$ cat src/rtl/fetch_unit.sv
// Instruction-fetch stage: owns the fetch PC and issues in-order imem requests.
// Returned words are buffered with their PC and handed to decode over valid/ready.
module fetch_unit #(
  parameter int unsigned     XLEN         = 32,
  parameter logic [XLEN-1:0] RESET_VECTOR = '0,
  parameter int unsigned     FIFO_DEPTH   = 4
) (
  input  logic            clk,
  input  logic            rst,
  output logic            imem_req_valid,
  input  logic            imem_req_ready,
  output logic [XLEN-1:0] imem_req_addr,
  input  logic            imem_rsp_valid,
  input  logic [31:0]     imem_rsp_data,
  input  logic            redirect_valid,
  input  logic [XLEN-1:0] redirect_pc,
  output logic            if_valid,
  input  logic            if_ready,
  output logic [31:0]     if_instr,
  output logic [XLEN-1:0] if_pc
);

  localparam int unsigned CW = $clog2(FIFO_DEPTH + 1);
  localparam int unsigned PW = $clog2(FIFO_DEPTH);

  logic [XLEN-1:0] fetch_pc, fetch_pc_n;
  logic [XLEN-1:0] rsp_pc, rsp_pc_n;
  logic [CW-1:0]   outstanding, outstanding_n;
  logic [CW-1:0]   drop_cnt, drop_cnt_n;
  logic [CW-1:0]   count, count_n;
  logic [PW-1:0]   rd_ptr, rd_ptr_n;
  logic [PW-1:0]   wr_ptr, wr_ptr_n;
  logic            wr_en;
  logic [31:0]     instr_q [FIFO_DEPTH];
  logic [XLEN-1:0] pc_q    [FIFO_DEPTH];

  logic [CW:0]     inflight;
  logic            credit, req_fire, pop, push, drop;
  logic [XLEN-1:0] redirect_aligned;
  logic            unused_redirect_lsbs;

  assign unused_redirect_lsbs = ^redirect_pc[1:0];
  assign redirect_aligned     = {redirect_pc[XLEN-1:2], 2'b00};

  // In-flight requests plus buffered words must never exceed the buffer size
  assign inflight       = (CW+1)'(outstanding) + (CW+1)'(count);
  assign credit         = inflight < (CW+1)'(FIFO_DEPTH);
  assign imem_req_valid = ~rst & ~redirect_valid & credit;
  assign imem_req_addr  = fetch_pc;
  assign req_fire       = imem_req_valid & imem_req_ready;

  assign if_valid = ~rst & (count != '0);
  assign if_instr = instr_q[rd_ptr];
  assign if_pc    = pc_q[rd_ptr];
  assign pop      = if_valid & if_ready;
  assign drop     = imem_rsp_valid & (drop_cnt != '0);
  assign push     = imem_rsp_valid & (drop_cnt == '0);

  // Next-state: redirect wins over every other update this cycle
  always_comb begin
    fetch_pc_n    = fetch_pc;
    rsp_pc_n      = rsp_pc;
    outstanding_n = outstanding + CW'(req_fire) - CW'(imem_rsp_valid);
    drop_cnt_n    = drop_cnt;
    count_n       = count;
    rd_ptr_n      = rd_ptr;
    wr_ptr_n      = wr_ptr;
    wr_en         = 1'b0;
    if (redirect_valid) begin
      fetch_pc_n = redirect_aligned;
      rsp_pc_n   = redirect_aligned;
      drop_cnt_n = outstanding - CW'(imem_rsp_valid);
      count_n    = '0;
      rd_ptr_n   = '0;
      wr_ptr_n   = '0;
    end else begin
      if (req_fire) fetch_pc_n = fetch_pc + XLEN'(4);
      if (drop)     drop_cnt_n = drop_cnt - CW'(1);
      if (push) begin
        wr_en    = 1'b1;
        rsp_pc_n = rsp_pc + XLEN'(4);
        wr_ptr_n = wr_ptr + PW'(1);
      end
      if (pop) rd_ptr_n = rd_ptr + PW'(1);
      count_n = count + CW'(push) - CW'(pop);
    end
  end

  always_ff @(posedge clk) begin
    if (rst) begin
      fetch_pc    <= RESET_VECTOR;
      rsp_pc      <= RESET_VECTOR;
      outstanding <= '0;
      drop_cnt    <= '0;
      count       <= '0;
      rd_ptr      <= '0;
      wr_ptr      <= '0;
    end else begin
      fetch_pc    <= fetch_pc_n;
      rsp_pc      <= rsp_pc_n;
      outstanding <= outstanding_n;
      drop_cnt    <= drop_cnt_n;
      count       <= count_n;
      rd_ptr      <= rd_ptr_n;
      wr_ptr      <= wr_ptr_n;
    end
  end

  // Buffer storage needs no reset; count gates visibility
  always_ff @(posedge clk) begin
    if (wr_en) begin
      instr_q[wr_ptr] <= imem_rsp_data;
      pc_q[wr_ptr]    <= rsp_pc;
    end
  end

  // A response with nothing outstanding means the memory broke protocol
  always_ff @(posedge clk) begin
    if (!rst) assert (!(imem_rsp_valid && (outstanding == '0)));
  end

endmodule
$ cat config.mk
export PLATFORM = sky130hd
export DESIGN_NAME = fetch_unit
export DESIGN_NICKNAME = d
export VERILOG_FILES = /design/src/rtl/fetch_unit.sv
export SDC_FILE = /design/constraint.sdc
export NUM_CORES = 1
export LEC_CHECK = 0
export ABC_CLOCK_PERIOD_IN_PS = 6400
export BUFFER_PORTS_ARGS = -buffer_cell sky130_fd_sc_hd__buf_4
export CORE_ASPECT_RATIO = 0.8
export CORE_UTILIZATION = 55
export CTS_CLUSTER_DIAMETER = 80
export DETAILED_ROUTE_END_ITERATION = 10
export PLACE_DENSITY = 0.76
export SYNTH_ARGS = -nofsm -noshare
export SYNTH_HDL_FRONTEND = slang
export SYNTH_SLANG_ARGS = --single-unit
$ cat constraint.sdc
create_clock -name clk -period 6.4 [get_ports clk]
set_input_delay 0.64 -clock clk [delete_from_list [all_inputs] [get_ports clk]]
set_output_delay 0.64 -clock clk [all_outputs]
set_load 0.02 [all_outputs]
==> results.md, run 1 <==
Outcome:
- The run finished with clean final reports.

Power and ir drop:
- The largest voltage drop on the vdd net is 0.000236 V.
- The share of total power dissipated in combinational logic is 0.086.
- The cell internal power dissipation is 3.67 mW.
- Of the total power, the share spent switching nets is 0.225.
- The reported leakage power is 5.41 nW.
- In this run the power density over the cells is 302 nW/um^2.
- The clock share of power is 0.406.
- The sequential share of power is 0.508.
- The net switching power of the design is 1.06 mW.

Critical path:
- The worst setup path is of the reg2out kind.
- Walking the worst path, the cells encountered are buf_4 > mux4_2 > buf_4.
- The largest single stage delay on the critical path is 820 ps.
- The slowest stage of the critical path is the dfxtp_4 cell.
- The required time reported for the critical path endpoint is 5760 ps.
- The startpoint identified for the worst register-to-register timing path is outstanding[2]$_SDFF_PP0_.
- In this run the worst path has a maximum fanout of 34.
- The element type at the critical path start is a flop.
- The data arrival time of the worst path is 2800 ps.
- The critical path capture point type is an output pin.
- The cell that appears most often on the critical path is buf_4.

Cells and area:
- The area added between synthesis and finish is 19.5%.
- The post-route non-filler standard cell count is 1323.
- The net count of the finished layout is 1075.
- The count of antenna diodes in the layout is 0.
- In the layout the commonest cells are edfxtp_1, buf_4, dfxtp_1.
- In the final layout, the share of cells above drive strength 1 is 0.301.
- The final standard cell utilization of the core is 0.671.
- The most common library cell in the layout ignoring fill and taps is edfxtp_1.

Synthesis:
- The cell area that synthesis handed to floorplanning was 13100 um^2.
- The post-synthesis area per instance is 15.9 um^2.
- Synthesis produced 827 cells.
- The number of flops mapped to enable cells by yosys is 248.
- Of all flip-flops after synthesis, the portion carrying an async set or reset was 0.
- The most instantiated flip-flop cell in the synthesis netlist is edfxtp_1.
- Of the post-synthesis cell area, the dominant cell type holds 0.566.
- The netlist uses 60 different library cells.
- In the post-synthesis netlist, the biggest area contributors are edfxtp_1, dfxtp_1, mux4_2.
- The top cell type by total area after synthesis is edfxtp_1.
- Counting flops and latches in the post-synthesis netlist gives 323.
- The sequential fraction of the synthesis area is 0.681.
- During synthesis, Yosys emitted a total of 0 warnings.

Clock network:
- CTS built an H-tree with a depth of 1.
- The clock slew seen by the registers of the worst setup and hold paths is 70 ps.
- The clock passes through at most 3 buffers.
- The number of setup buffers added after CTS is 0.
- TritonCTS built the clock tree.
- The number of buffers inserted by hold repair at cts is 0.
- The clock drives 323 sinks.
- The latest clock arrival within the worst-skew pair is 560 ps.
- The TritonCTS buffer count is 30.
- The clock tree root driver cell is clkbuf_16.
- The number of gates resized after cts is 0.

Floorplanning:
- The die is 140 um tall.
- After floorplanning, the core was divided into 50 placement rows.
- The horizontal die dimension is 175 um.
- The die covers 24500 um^2.
- The region available for standard cell placement spans 23400 um^2.
- 168 I/O pins were placed.
- The initial utilization of the core area, before any placement, comes to 0.562.

Timing:
- Clock skew on the completed layout was measured at 14.6 ps.
- The top achievable clock speed is 291 MHz.
- Setup violations remaining at the end of the flow were counted as 0.
- Setup repair after global routing left no endpoint under its margin.
- Across all setup checks in the final design, the least slack found is 2960 ps.
- The number of slew-limit violations in the final report is 0.
- The worst slew slack as a fraction of its limit is 0.297.
- The hold violation total from the final report was 0.
- The final setup TNS is 0 ps.
- Dividing the final minimum period by the clock period gives 0.537.
- For the pin with the worst max-slew slack, the measured transition is 1050 ps.
- The post-route minimum period is 3440 ps.

Hold path:
- The kind of path behind the tightest hold check is in2reg.
- In this run the most critical hold path is launched from imem_rsp_data[17].

Global routing:
- The first global-routing pass estimated 42500 um of wire.
- The number of global-route vias before repair is 7639.
- Entering global routing, the biggest net connects 63 pins.
- The total congestion overflow after global routing is 0.
- The overall global routing resource usage is 0.226.
- The initial antenna violation count came to 0.

Placement:
- During placement, the flow inserted port buffers numbering 161.
- The global placement routability congestion is 0.873.
- After detailed placement, the design holds a cell count of 1267.
- The setup slack after placement is 2590 ps.
- Once detailed placement completed, the half-perimeter wirelength came to 16900 um.

Route:
- Before antenna repair, the detailed router went through 6 iterations.
- The ratio of routed vias to standard cells is 5.81.
- Once detail routing completed, the nets flagged for antenna violations numbered 0.
- The detailed router placed 7687 vias in this run.
- The starting DRC count in detailed routing is 638.
- In the final routed layout, each cell accounts on average for 20.6 um.
- For this run, design rule violations remaining after detail routing come to 0.
- Wires add up to 27300 um.

Job:
- Across the run, the number of max-cap violations was 0.
[stage by stage]
stage                     cell area, um^2  total power [mW]  hold WS (ps)
after floorplan                     13200              2.68           460
after global placement              14600              2.84           481
after detailed placement            14600              2.86           492
after CTS                           15700              4.77           254
after global routing                15700              4.88           261
final                               15700              4.74           286
[power by group through the flow]
stage               Sequential (mW)  Clock, mW  Combinational, mW
floorplan                      2.44          0              0.238
global placement               2.45          0              0.397
detailed placement             2.45          0              0.406
CTS                            2.41       1.95              0.409
global route                   2.42       2.02              0.439
finish                         2.41       1.92              0.406
[cells in the mapped netlist, types with 2 or more instances]
cell type	count
a211oi_1	17
a21boi_0	13
a21oi_1	26
a22oi_1	2
a31oi_1	8
a32oi_1	2
and2_1	6
and3_1	15
and4_1	4
buf_1	5
buf_2	7
buf_4	6
clkbuf_1	24
dfxtp_1	75
edfxtp_1	248
fa_1	2
ha_1	16
inv_1	24
inv_2	2
mux2_2	2
mux2i_1	3
mux4_2	62
nand2_1	45
nand2b_1	2
nand3_1	24
nand4_1	22
nand4_4	2
nor2_1	40
nor2b_1	2
nor3_1	9
nor3_2	4
nor4_1	7
nor4_2	2
o211ai_1	2
o21a_1	3
o21ai_0	6
o21bai_1	2
o311ai_0	8
o31a_1	3
or2_2	2
or3_1	6
or4_1	5
xnor2_1	24
xor2_1	22
[worst paths after layout]
| kind | end | slack (ps) | cells past startpoint |
|---|---|---|---|
| setup reg to reg | outstanding[2]$_SDFF_PP0_ | 2960 | 10 |
| setup / recovery | if_instr[13] | 2960 | 3 |
| hold reg to reg | wr_ptr[0]$_SDFFE_PP0P_ | 500 | 2 |
| hold / removal | instr_q[0][17]$_DFFE_PP_ | 290 | 1 |
[cell families (layout without fill, tap and decap cells)]
logic type                 count (synthesis)  count (layout)  share of synthesized area
adders and majority gates                 18              18                     0.0183
DFF                                      323             323                      0.681
other                                      1               4                   0.000285
and+or+nand+nor                          206             206                     0.0876
AOI/OAI and AO/OA                         96              96                     0.0494
xor gates and xnor gates                  46              46                     0.0306
muxes                                     67              67                      0.110
buffers and inverters                     70             251                     0.0229
[final cells by class]
cell class              count  area (um^2)
repair buffers            168         1260
multi-input cells         437         3910
clock inverters            22          309
well taps                 312          390
inverters                  27          101
clock buffers              34          776
fillers                  1625         7690
flip-flops and latches    323         8950
[metal layers]
layer,global-route usage,share of wire,up-vias
li1,-,-,3557
met3,0.0453,0.075,36
met2,0.353,0.46,318
met5,0,0,-
met4,0.0444,0.016,0
met1,0.332,0.45,3776
[registers in the layout, summed over array words and instances (netlist names), 3 cells and up, named ones only]
signal         count
imem_req_addr     30
pc_q             120
count              3
rsp_pc            30
drop_cnt           3
outstanding        3
instr_q          128
[worst max-delay path, delay by kind of cell (launching register included)]
family | cells | cell delay (ps)
buf+inv | 2 | 790
mux | 1 | 610
flops | 1 | 820
Note: power is estimated with default switching activity, not from simulation.
==> run 2, diff against run 1 <==
- ABC_CLOCK_PERIOD_IN_PS: 6400 -> 3120
- CORE_UTILIZATION: 55 -> 52
- clock period: 6.4 -> 3.12 ns (I/O delays scaled with it)
==> run 2 against run 1 <==
Against the previous run: the run now ends with DRC left; cell count rose by 4.2%; sequential share of layout area fell by 1.6 points; critical path depth rose by 7; utilization fell by 1.4 points; clock power rose by 86%; die area rose by 5.7%; non-clock buffer count rose by 48; worst hold slack got worse by 260 ps; sequential power rose by 100%; worst setup slack got worse by 2500 ps.
==> results.md, run 2 (synthesis gave the netlist of run 1 again) <==
Route:
- The ratio of routed vias to standard cells is 5.75 (-1.0%).
- The DRC violations left was 13 (+13).
- The total via count after detailed routing is 7931 (+3.2%).
- The sum of routed wire segments on met1 is 12500 um (+1.3%).
- The routed wire length on met3 is 2070 um (+1.2%).
- The starting DRC count in detailed routing is 504 (-21%).
- The mean routed wirelength per cell is 19.6 um (-4.9%).
- The detailed-route wire length was 27100 um (-0.85%).
- The detailed-routing iteration count for the pre-antenna-repair pass is 10 (+4).
- The length of routed met2 wiring was 12100 um (-3.1%).
- The highest layer touched by signal routing is met4.
- The number of routed nets with antenna violations is 0 (unchanged).

Clock network:
- The number of gates resized after cts came to 0 (unchanged).
- The count of H-tree levels built during CTS came to 1 (unchanged).
- The clock slew seen by the registers of the worst setup and hold paths is 60 ps (about the same).
- The number of buffers inserted by post-CTS setup repair is 0 (unchanged).
- The number of buffers inserted by hold repair at cts is 36 (+36).
- The TritonCTS buffer count is 31 (+3.3%).
- The clock sink total came to 323 (unchanged).
- The latest clock arrival within the worst-skew pair is 560 ps (about the same).
- The tree is rooted in a clkbuf_16.
- The buffer depth of the longest clock path came to 3 (unchanged).
- The TritonCTS clock tree is done.

Floorplanning:
- The height of the die is 144 um (+2.8%).
- The number of cell rows is 51 (+2.0%).
- The total core area is 24600 um^2 (+5.0%).
- The die footprint is 25900 um^2 (+5.7%).
- The initial cell density of the core is 0.535 (-0.0268).
- The horizontal die dimension came to 180 um (+2.8%).
- The I/O pin count was 168 (unchanged).

Cells and area:
- The area growth from synthesis to layout is 22.8%.
- The layout cell share with drive strength beyond 1 is 0.293 (-0.00757).
- The number of nets in the layout came to 1124 (+4.6%).
- More flip-flops sit in one register than any other, and that register is instr_q.
- The flip-flop count of the largest register, all copies and words added is 128 (unchanged).
- The top cell types in the final layout, fill and taps aside, are edfxtp_1, buf_4, dfxtp_1.
- The count of antenna diodes in the layout is 0 (unchanged).
- The largest registers in the layout are instr_q: 128 flops, pc_q: 120 flops.
- The most common library cell in the layout ignoring fill and taps is edfxtp_1.
- The final design area excluding fillers is 16100 um^2 (+2.8%).
- The final standard cell utilization of the core is 0.657 (-0.0139).
- The post-route non-filler standard cell count is 1379 (+4.2%).

Placement:
- The count of port buffers added during placement is 161 (unchanged).
- The global placement routability congestion is 0.865 (-0.96%).
- The detailed placement HPWL is 17200 um (+1.3%).
- The area after detailed placement is 14800 um^2 (+1.3%).
- The total placed cells including tap cells is 1285 (+1.4%).

Timing:
- The post-route minimum period is 2630 ps.
- The worst clock skew on the final layout came to 13.4 ps (-1.19 ps).
- The part of the cycle the worst path needs is 0.842.
- The final count of negative-setup-slack endpoints was 0 (unchanged).
- Setup repair after global routing left no endpoint under its margin.
- The slew of the pin with the lowest slew margin is 692 ps (-361 ps).
- The hold violation total from the final report is 0 (unchanged).
- The number of slew-limit violations in the final report is 0 (unchanged).
- The worst slew slack as a fraction of its limit is 0.537 (+0.240).
- The final setup TNS is 0 ps (unchanged).
- Timing would allow up to 381 MHz.

Critical path:
- The data arrival time of the worst path is 3050 ps (+250 ps).
- The slowest cell on the critical path is or4b_4.
- The launching instance or port of the critical path is outstanding[2]$_SDFF_PP0_.
- The worst reg2reg path endpoint is outstanding[2]$_SDFF_PP0_.
- The reg2reg setup slack was 490 ps (-2470 ps).
- The required time reported for the critical path endpoint is 3550 ps (-2210 ps).
- Walking the worst path, the cells encountered are ha_1 > or4b_4 > nor3_2 > inv_2 > ha_1 > inv_1 > ha_1 > fa_1 > xnor2_1 > nor2_1.
- In this run the critical register-to-register path is launched from outstanding[2]$_SDFF_PP0_.
- The number of cells on the critical path came to 10 (+7).
- The largest incremental delay on the critical path came to 500 ps (-320 ps).
- The number of cells traversed by the worst register-to-register path is 10 (unchanged).
- The critical path capture point type is a flop.
- The worst setup path endpoint is outstanding[2]$_SDFF_PP0_.
- The largest driver fanout on the critical path is 3 (-91%).
- The cell that appears most often on the critical path is ha_1.
- The number of buffer and inverter stages on the critical path is 2 (unchanged).
- The element type at the critical path start is a flop.
- The dominant delay contributor by cell family on the critical path is adder cells.
- The critical path class is reg2reg.

Outcome:
- The final reports fail on DRC.
- The flow ran to the end, but the final reports show violations.

Job:
- The number of violations of the max-capacitance limit is 0 (unchanged).

Global routing:
- The maximum number of pins on one net before global-route repair is 63 (unchanged).
- The first-pass GRT wire length is 42800 um (+0.81%).
- The overall global routing resource usage was 0.213 (-0.0126).
- The number of global-route vias before repair is 7707 (+0.89%).
- The total congestion overflow after global routing is 0 (unchanged).
- The initial antenna violation count is 0 (unchanged).

Hold path:
- The tightest min-delay check is of the in2reg type.
- The cell depth of the worst hold path is 3 (+2).

Power and ir drop:
- The reported leakage power is 5.60 nW (+3.5%).
- The largest voltage drop on the vdd net is 0.000421 V (+79%).
- The power density over the cells was 582 nW/um^2 (+93%).
==> run 2: worst min path at each step <==
stage                                      start                 endpoint  slack, ps
after detailed placement  wr_ptr[0]$_SDFFE_PP0P_   wr_ptr[0]$_SDFFE_PP0P_        500
after global placement    wr_ptr[0]$_SDFFE_PP0P_   wr_ptr[0]$_SDFFE_PP0P_        480
after floorplan                 imem_rsp_data[0]  instr_q[0][0]$_DFFE_PP_        410
final                             redirect_pc[8]   rsp_pc[8]$_SDFFE_PP0P_         20
after global routing              redirect_pc[8]   rsp_pc[8]$_SDFFE_PP0P_         40
after CTS                         redirect_pc[8]   rsp_pc[8]$_SDFFE_PP0P_          9
==> run 2: area by class of cell <==
type                       instances  area [um^2]
multi-input combinational        437         3910
fill                            1720         8420
clock inverter                    22          179
sequential                       323         8950
timing repair buffer             216         1800
clock buffer                      36          805
tap                              318          398
inverter                          27          101
==> run 2: worst min-delay path, cell delays in order <==
cell and delay (ps):
buf_4 100, mux2i_1 60, nor2_1 70
==> run 2: routing by layer <==
metal | up-vias | track usage
met3 | 32 | 0.0297
met2 | 346 | 0.328
met4 | 0 | 0.0476
li1 | 3652 | -
met5 | - | 0
met1 | 3901 | 0.324
==> run 2: metrics by stage <==
step	setup WS [ps]	total power [mW]	hold slack [ps]
2_1_floorplan	324	5.50	411
3_3_place_gp	527	5.85	483
3_5_place_dp	500	5.88	496
4_1_cts	480	9.47	9.38
5_1_grt	375	9.73	37.6
6_report	493	9.39	25.0
==> run 2: power breakdown <==
part	internal (mW)	total (mW)	leakage [nW]	switching, mW
Combinational	0.413	0.892	2.24	0.479
Sequential	4.79	4.93	2.88	0.141
Clock	2.02	3.57	0.478	1.55
Total	7.22	9.39	5.60	2.17
==> run 3, diff against run 2 <==
- ABC_AREA: default -> 1
- ABC_CLOCK_PERIOD_IN_PS: 3120 -> 2300
- CORE_UTILIZATION: 52 -> 53
- clock period: 3.12 -> 2.3 ns (I/O delays scaled with it)
==> run 3 against run 2 <==
Against the previous run: the run now ends clean; register-to-register slack lost 390 ps; sequential cell count is the same; via count increased by 39%; clock power grew 45%; critical endpoint unchanged; largest cell class unchanged.
==> results.md, run 3 <==
Critical path:
- The largest driver fanout on the critical path was 3 (unchanged).
- The required time reported for the critical path endpoint is 2810 ps (-740 ps).
- The critical path class is reg2reg.
- The element type at the critical path start is a flop.
- The data arrival time of the worst path is 2710 ps (-340 ps).
- The critical path capture point type is a flop.

Route:
- The starting DRC count in detailed routing is 1041 (+110%).
- The detailed-routing iteration count for the pre-antenna-repair pass is 7 (-3).
- The DRC violations left came to 0 (-13).
- The mean routed wirelength per cell came to 16.9 um (-14%).
- The number of routed nets with antenna violations is 0 (unchanged).
- The detailed-route wire length was 34700 um (+28%).
- The ratio of routed vias to standard cells came to 5.39 (-6.3%).
- The total via count after detailed routing is 11037 (+39%).

Synthesis:
- The gate count of the mapped netlist is 1468 (+78%).
- The post-synthesis async set-or-reset flop share is 0 (unchanged).
- The most instantiated flip-flop cell in the synthesis netlist is edfxtp_1.
- The count of yosys warnings during synthesis came to 0 (unchanged).
- The number of flops mapped to enable cells by yosys is 248 (unchanged).
- The post-synthesis sequential element count is 323 (unchanged).
- By instance count, the leading cell after synthesis is nand2_1.
- After synthesis, the most frequently instantiated cells are nand2_1, edfxtp_1, nor2_1, o21ai_0, inv_1.
- The sequential fraction of the synthesis area is 0.629 (-0.0515).
- The count of unique library cells instantiated by Yosys came to 40 (-33%).
- Sorting the synthesized cells by area gives the leading types as edfxtp_1, dfxtp_1, nand2_1.
- Of all cell types, the one taking the most synthesized area is edfxtp_1.
- The post-synthesis instance area is 14200 um^2 (+8.2%).
- The share of the synthesized area in the top cell type is 0.524 (-0.0429).
- The post-synthesis area per instance came to 9.69 um^2 (-39%).

Cells and area:
- The number of nets in the layout is 1755 (+56%).
- The final design area excluding fillers was 17500 um^2 (+8.2%).
- The largest registers in the layout are instr_q: 128 flops, pc_q: 120 flops.
- The layout cell share with drive strength beyond 1 is 0.161 (-0.132).
- Counting flops per register, the top entry is instr_q.
- The count of antenna diodes in the layout came to 0 (unchanged).
- The post-route non-filler standard cell count was 2049 (+49%).
- The most common library cell in the layout ignoring fill and taps is nand2_1.
- The area added between synthesis and finish is 22.8% (about the same).
- In the layout the commonest cells are nand2_1, edfxtp_1, nor2_1.
- The final standard cell utilization of the core was 0.663 (+0.00617).
- The flip-flop count of the largest register, all copies and words added was 128 (unchanged).
- The number of fillers in the final layout was 2036 (+18%).

Outcome:
- The flow ran to the end, and the final reports show no timing, DRC or antenna violations.

Floorplanning:
- The horizontal die dimension was 185 um (+3.0%).
- The height of the die was 149 um (+3.0%).
- The die footprint is 27500 um^2 (+6.1%).
- The total core area is 26300 um^2 (+7.2%).
- The I/O pin count is 168 (unchanged).
- The number of cell rows is 53 (+3.9%).
- The initial cell density of the core is 0.540 (+0.00512).

Timing:
- The worst hold slack is 12.5 ps (-12.5 ps).
- The final count of negative-setup-slack endpoints was 0 (unchanged).
- The worst slew slack as a fraction of its limit is 0.566 (+0.0287).
- The post-route minimum period is 2200 ps (-428 ps).
- The slew of the pin with the lowest slew margin came to 651 ps (-41.6 ps).
- The top achievable clock speed is 455 MHz (+19%).
- The number of slew-limit violations in the final report is 0 (unchanged).
- The worst clock skew on the final layout is 13.1 ps (-0.269 ps).
- The part of the cycle the worst path needs is 0.956 (+0.114).
- The hold violation total from the final report is 0 (unchanged).

Placement:
- The area after detailed placement is 16000 um^2 (+8.3%).
- The count of port buffers added during placement is 161 (unchanged).
- The global placement routability congestion was 0.930 (+7.5%).
- The total placed cells including tap cells is 1953 (+52%).
- The detailed placement HPWL is 22000 um (+29%).

Power and ir drop:
- The largest voltage drop on the vdd net is 0.000643 V (+53%).
- The reported leakage power is 6.57 nW (+17%).
- The overall power after layout was 13.2 mW (+40%).
- The power density over the cells was 754 nW/um^2 (+30%).

Global routing:
- The overall global routing resource usage is 0.252 (+0.0386).
- The initial antenna violation count is 2 (+2).
- The number of global-route vias before repair is 10652 (+38%).
- The total congestion overflow after global routing is 0 (unchanged).
- The maximum number of pins on one net before global-route repair was 64 (+1.6%).
- The first-pass GRT wire length is 54400 um (+27%).

Clock network:
- The buffer depth of the longest clock path is 3 (unchanged).
- The count of H-tree levels built during CTS is 1 (unchanged).
- Clock tree synthesis selected as its root buffer the cell clkbuf_16.
- The clock slew seen by the registers of the worst setup and hold paths is 60 ps (about the same).
- TritonCTS built the clock tree.
- The clock sink total is 323 (unchanged).
- The latest clock arrival within the worst-skew pair is 570 ps (about the same).
- The TritonCTS buffer count came to 31 (unchanged).

Job:
- The number of violations of the max-capacitance limit is 0 (unchanged).

Hold path:
- The kind of path behind the tightest hold check is in2reg.
## run 3: cell types whose count changed after synthesis, sizes merged, moves of 19 or more
cell / before / now
nand3: 24 / 63
clkbuf: 24 / 49
nor2: 40 / 249
nand4: 25 / 6
o21ai: 6 / 165
a21oi: 26 / 54
o22ai: 0 / 62
nand2: 45 / 294
xnor2: 24 / 3
inv: 26 / 124
mux4: 62 / 0
## run 3: per-layer routing
| layer | vias up | global-route usage | wire, um |
|---|---|---|---|
| met2 | 417 | 0.416 | 16000 |
| met1 | 5179 | 0.342 | 15100 |
| met5 | - | 0 | 0 |
| met3 | 46 | 0.0534 | 3060 |
| met4 | 0 | 0.0574 | 515 |
| li1 | 5395 | - | - |
## run 3: critical path: stages (launching register included)
cell     delay [ps]
dfxtp_2         330
ha_1            300
nor2_2          100
nand2_2          80
nor2_4          100
nand2_2          80
ha_4            260
inv_2            40
ha_4            150
fa_2            350
or2_4           230
a21oi_2         120
## run 3: repair_timing
item	4_1_cts	5_1_grt
hold buffers	36	0
gates resized for setup	1	3
pin swaps	1	2
buffers inserted	0	2
endpoints found under the setup margin	2	2
endpoints found under the hold margin	134	0
## run 3: final timing paths
check / slack (ps) / cells past startpoint / start / to
max reg2reg: 100 / 11 / count[2]$_SDFF_PP0_ / outstanding[2]$_SDFF_PP0_
max: 100 / 11 / count[2]$_SDFF_PP0_ / outstanding[2]$_SDFF_PP0_
min reg2reg: 510 / 2 / drop_cnt[2]$_SDFFE_PP0P_ / drop_cnt[2]$_SDFFE_PP0P_
min: 10 / 3 / redirect_pc[4] / rsp_pc[4]$_SDFFE_PP0P_
## run 3: through the flow
step / worst slack (ps) / TNS, ps
after floorplan: -105 / -403
after global placement: 52.0 / 0
after detailed placement: 9.68 / 0
after CTS: 1.80 / 0
after global routing: -20.5 / -20.5
final: 102 / 0
## run 3: cell type report
class | count | area, um^2 | share of cell area
inverters | 125 | 473 | 0.0271
repair buffers | 228 | 1930 | 0.111
flip-flops and latches | 323 | 8960 | 0.513
multi-input cells | 958 | 4610 | 0.264
well taps | 357 | 447 | 0.0256
clock buffers | 44 | 885 | 0.0506
clock inverters | 14 | 158 | 0.00903
## run 3: logic make-up after synthesis
family          share of synthesized area
flops                               0.629
compound gates                      0.113
simple gates                        0.177
xor+xnor                          0.00985
other cells                      0.000264
fa+ha+maj                          0.0169
buf+inv                            0.0538
## run 3: power by group
part           switching, mW  internal (mW)  leakage (nW)
clock                   2.17           3.01         0.512
combinational          0.781          0.539          3.17
sequential             0.185           6.49          2.89
total                   3.14           10.0          6.57
